**config.mk**
```make
export PLATFORM = sky130hd
export DESIGN_NAME = binarize_cfg_ctrl
export DESIGN_NICKNAME = d
export VERILOG_FILES = /design/src/rtl/binarize_cfg_ctrl.sv
export SDC_FILE = /design/constraint.sdc
export NUM_CORES = 1
export LEC_CHECK = 0
export CAP_MARGIN = 30
export CORE_ASPECT_RATIO = 1.5
export CORE_UTILIZATION = 45
export CTS_BUF_LIST = sky130_fd_sc_hd__clkbuf_2 sky130_fd_sc_hd__clkbuf_4 sky130_fd_sc_hd__clkbuf_8
export CTS_CLUSTER_SIZE = 12
export DETAILED_ROUTE_END_ITERATION = 10
export PLACE_DENSITY = 0.68
export SLEW_MARGIN = 15
export SYNTH_ARGS = -nofsm -noshare
export SYNTH_HDL_FRONTEND = slang
export SYNTH_SLANG_ARGS = --single-unit
```
**constraint.sdc**
```tcl
create_clock -name pix_clk -period 4.2 [get_ports pix_clk]
set_input_delay 0.63 -clock pix_clk [delete_from_list [all_inputs] [get_ports pix_clk]]
set_output_delay 0.63 -clock pix_clk [all_outputs]
set_load 0.05 [all_outputs]
```
**src/rtl/binarize_cfg_ctrl.sv**
```systemverilog
// rtl/binarize_cfg_ctrl.sv - frame-synchronous threshold/mode controller with ping-pong threshold sweep
module binarize_cfg_ctrl #(
  parameter logic [15:0] FRAME_DIV  = 16'd60,
  parameter logic [7:0]  TH_DEFAULT = 8'd128,
  parameter logic [7:0]  TH_STEP    = 8'd8
) (
  input  logic        pix_clk,
  input  logic        rstn,
  input  logic        vs_in,
  input  logic        cfg_req,
  input  logic [1:0]  cfg_mode,
  input  logic [7:0]  cfg_th,
  input  logic        sweep_en,
  output logic        cfg_ack,
  output logic        busy,
  output logic [7:0]  thr_out,
  output logic [1:0]  mode_out,
  output logic [15:0] frame_cnt
);

  typedef enum logic [1:0] {
    ST_IDLE = 2'd0,
    ST_PEND = 2'd1,
    ST_ACK  = 2'd2
  } state_e;

  state_e      state_q, state_d;
  logic        vs_q;
  logic        fe;
  logic        commit;
  logic        step_due;
  logic [7:0]  sh_th_q, sh_th_d;
  logic [1:0]  sh_mode_q, sh_mode_d;
  logic [7:0]  thr_q, thr_d;
  logic [1:0]  mode_q, mode_d;
  logic        dir_q, dir_d;
  logic [15:0] div_q, div_d;
  logic [15:0] fcnt_q, fcnt_d;
  logic        ack_q, busy_q;

  assign fe       = vs_in & ~vs_q;
  assign step_due = (div_q == FRAME_DIV - 16'd1);

  always_comb begin
    state_d   = state_q;
    sh_th_d   = sh_th_q;
    sh_mode_d = sh_mode_q;
    commit    = 1'b0;
    case (state_q)
      ST_IDLE: begin
        if (cfg_req) begin
          sh_th_d   = cfg_th;
          sh_mode_d = cfg_mode;
          state_d   = ST_PEND;
        end
      end
      ST_PEND: begin
        if (fe) begin
          commit  = 1'b1;
          state_d = ST_ACK;
        end
      end
      ST_ACK:  state_d = ST_IDLE;
      default: state_d = ST_IDLE;
    endcase
  end

  // A commit on a frame edge wins over any sweep step due on that same edge.
  always_comb begin
    thr_d  = thr_q;
    mode_d = mode_q;
    dir_d  = dir_q;
    div_d  = div_q;
    fcnt_d = fe ? fcnt_q + 16'd1 : fcnt_q;
    if (commit) begin
      thr_d  = sh_th_q;
      mode_d = sh_mode_q;
      div_d  = '0;
    end else if (!sweep_en) begin
      div_d = '0;
    end else if ((state_q == ST_IDLE) && fe) begin
      if (step_due) begin
        div_d = '0;
        if (!dir_q) begin
          if (thr_q > (8'd255 - TH_STEP)) begin
            thr_d = 8'd255;
            dir_d = 1'b1;
          end else begin
            thr_d = thr_q + TH_STEP;
          end
        end else begin
          if (thr_q < TH_STEP) begin
            thr_d = 8'd0;
            dir_d = 1'b0;
          end else begin
            thr_d = thr_q - TH_STEP;
          end
        end
      end else begin
        div_d = div_q + 16'd1;
      end
    end
  end

  always_ff @(posedge pix_clk or negedge rstn) begin
    if (!rstn) begin
      state_q   <= ST_IDLE;
      vs_q      <= 1'b0;
      sh_th_q   <= TH_DEFAULT;
      sh_mode_q <= 2'd2;
      thr_q     <= TH_DEFAULT;
      mode_q    <= 2'd2;
      dir_q     <= 1'b0;
      div_q     <= '0;
      fcnt_q    <= '0;
      ack_q     <= 1'b0;
      busy_q    <= 1'b0;
    end else begin
      state_q   <= state_d;
      vs_q      <= vs_in;
      sh_th_q   <= sh_th_d;
      sh_mode_q <= sh_mode_d;
      thr_q     <= thr_d;
      mode_q    <= mode_d;
      dir_q     <= dir_d;
      div_q     <= div_d;
      fcnt_q    <= fcnt_d;
      ack_q     <= (state_d == ST_ACK);
      busy_q    <= (state_d == ST_PEND);
    end
  end

  assign cfg_ack   = ack_q;
  assign busy      = busy_q;
  assign thr_out   = thr_q;
  assign mode_out  = mode_q;
  assign frame_cnt = fcnt_q;

endmodule

```
==> metrics <==
status completed; Worst-path clk slew 0.07 ns; first-pass GRT wire length 11100 microns; top_reg_cell synth dfrtp_1; post-cts resize count 0; CP Depth 1; initial DRC count 128; Static Leak 1.47 nW; endpoints failing hold 0; CP Buf/Inv Count 1; Seq/Total Area, Yosys 49.4%; count of state elements after synthesis 58; Seq. cell area 1460 sq um; Area growth syn-to-layout 23.3%; Flop pwr share 39.3%; Die W 68.1 microns; final setup margin 1.82 ns; Worst Skew 0.0111 ns; Final Max Tran Viols 0; Non-Filler Instances 415; Clock Power Share 27.8%; DR DRC count 0; fillers 550; Max Fclk 0.420 GHz; Post-Synth Simple-Gate Area 24.2%; area occupied by multi-input gates 1400 sq um; Mapped Cells 294; EDFF count, synth 0; Final Net Count 355; pre-CTS setup slack 1.52 ns; critical path startpoint category flip-flop; metal3 WL 223 microns; Cell variety after synth 54; Post-CTS Setup Bufs 0; Net Sw Frac 38.5%; I/O Pins 43; Num CTS Buffers 9; clk sinks 58; worst hold slack 0.300 ns; DR top layer met4; Crit path arrival time 1.75 ns; total gr overflow 0; ANT cells 0; syn avg cell area 10.0 sq um; max cap viols 0; core area 6220 sq um; vias in the first global route 2356; largest family of logic cells by synthesized area simple AND/OR/NAND/NOR gates; CTS tree yes; P_int 1.29 mW; CP Data Required Time 3.57 ns; DRT antenna net count 0; FFs w/ async S/R, synth 100%; dpl hpwl 4580 microns; final setup fails 0; RSZ-0062 raised after global routing no; slew margin rel. 59.6%; WS Path Type reg -> out; WL per Instance 15.7 microns; Ys Warns 0; die area 6890 sq um; R2R cell count 6; post-synthesis xor/xnor area fraction 5.94%; Syn Nets 313; DIE HEIGHT 101 microns; Clk Latency, worst-skew pair 0.34 ns; fraction of the mapped netlist area in adder cells 1.70%; met1 wire length 2730 microns; CP Max Fanout 8; # hold bufs at CTS 0; Switch Pwr 0.809 mW; IO Port Bufs 42; Cell Area, Synth 2950 sq um; Cells after DPL 399; WL final 6520 microns; min cycle time layout 2.38 ns; largest net degree at the start of global routing 35; Crit-path slowest cell clkdlybuf4s50_1; initial antenna violation count 0; maximum vdd drop 0.568 mV; worst-path cell chain clkdlybuf4s50_1; CP peak stage delay 0.82 ns; share of cells above drive strength 1 13.8%; via count 2364; clock buffer depth 2; total iterations of the first detailed-routing run 4; routed length on met2 3470 microns; cell family with most CP delay buffers and inverters; Pwr per Cell Area 578 nW/um^2; H-tree level count 3; Vias/cell 5.70; CTS root buf clkbuf_8; final total power 2.10 mW; post-synthesis mux area share 4.20%; Synth Area in Compound Gates 11.4%; Tcrit/Tclk final 56.7%; Std-Cell Rows 35; hold crit path type in -> async; global placement routability congestion 0.824; CP Capture Type output pin; Initial Util 47.4%; Tot GR Track Use 21.8%; Slew @ Worst Pin 0.606 ns; TNS Setup 0 ns; Comb pwr share 32.9%
-- layer usage --
| metal | GRT usage [%] | up-vias |
|---|---|---|
| met5 | 0 | - |
| met4 | 11.2 | 0 |
| met3 | 4.07 | 9 |
| met2 | 36.6 | 63 |
| met1 | 25.9 | 1144 |
| li1 | - | 1148 |
-- placed cells by master, fill, tap and decap left out, types with 5 or more instances in the layout --
cell type / netlist / layout
a21oi_1: 5 / 5
a31oi_1: 5 / 5
clkbuf_8: 0 / 10
clkdlybuf4s50_1: 0 / 41
dfrtp_1: 54 / 54
inv_1: 5 / 5
mux2_2: 11 / 11
nand2_1: 32 / 32
nand2b_1: 5 / 5
nand3_1: 23 / 23
nand4_1: 17 / 17
nor2_1: 22 / 22
nor4_1: 5 / 5
o21ai_0: 6 / 6
o21ai_1: 5 / 5
xnor2_1: 10 / 10
xor2_1: 10 / 10
-- sequential cells by signal, indices dropped and copies added (netlist names) --
signal	count
div_q	16
frame_cnt	16
sh_th_q	8
thr_out	8
mode_out	2
sh_mode_q	2
state_q	2
busy	1
cfg_ack	1
dir_q	1
vs_q	1
-- cell families after synthesis --
kind of cell / count (synthesis)
XOR/XNOR: 20
AND/OR/NAND/NOR: 134
AO/OA/AOI/OAI: 47
multiplexers: 11
buffers and inverters: 20
flip-flops: 58
adder cells (fa/ha/maj): 4
-- area by class of cell --
cell class,count,area share (%)
repair buffers,45,12.0
inverters,6,0.619
clock inverters,6,2.48
well taps,74,2.55
clock buffers,10,3.79
multi-input cells,216,38.5
flip-flops and latches,58,40.1
-- synth_stat cells (5+ instances only) --
library cell | number | area (sq um)
xnor2_1 | 10 | 87.6
nor2_1 | 22 | 82.6
xor2_1 | 10 | 87.6
nand2_1 | 32 | 120
o21ai_1 | 5 | 25.0
a31oi_1 | 5 | 31.3
nor4_1 | 5 | 31.3
o21ai_0 | 6 | 30.0
inv_1 | 5 | 18.8
nand2b_1 | 5 | 31.3
nand4_1 | 17 | 106
nand3_1 | 23 | 115
dfrtp_1 | 54 | 1350
a21oi_1 | 5 | 25.0
clkbuf_1 | 7 | 26.3
mux2_2 | 11 | 124
-- metrics by stage --
step	utilization, %	instance area (sq um)
finish	58.5	3640
global route	58.5	3640
CTS	58.5	3640
detailed placement	54.8	3410
global placement	54.8	3410
floorplan	-	2950
-- power by group through the flow --
stage / Clock, mW / Sequential [mW] / Combinational [mW]
after floorplan: 0 / 1.03 / 0.247
after detailed placement: 0 / 0.835 / 0.696
final: 0.584 / 0.827 / 0.691
after global placement: 0 / 0.835 / 0.687
after global routing: 0.625 / 0.843 / 0.746
after CTS: 0.597 / 0.826 / 0.697
-- final timing paths --
check / start / end / slack (ns)
worst max-delay path: thr_out[7] / thr_out[7] / 1.82
worst min-delay path: rstn / dir_q / 0.30
worst max register to register: div_q[0] / div_q[12] / 1.88
worst min register to register: sh_mode_q[1] / mode_out[1] / 0.46
max in group asynchronous: rstn / mode_out[1] / 3.01
min in group pix_clk: sh_mode_q[1] / mode_out[1] / 0.46
Power figures use the tool's default switching activity.
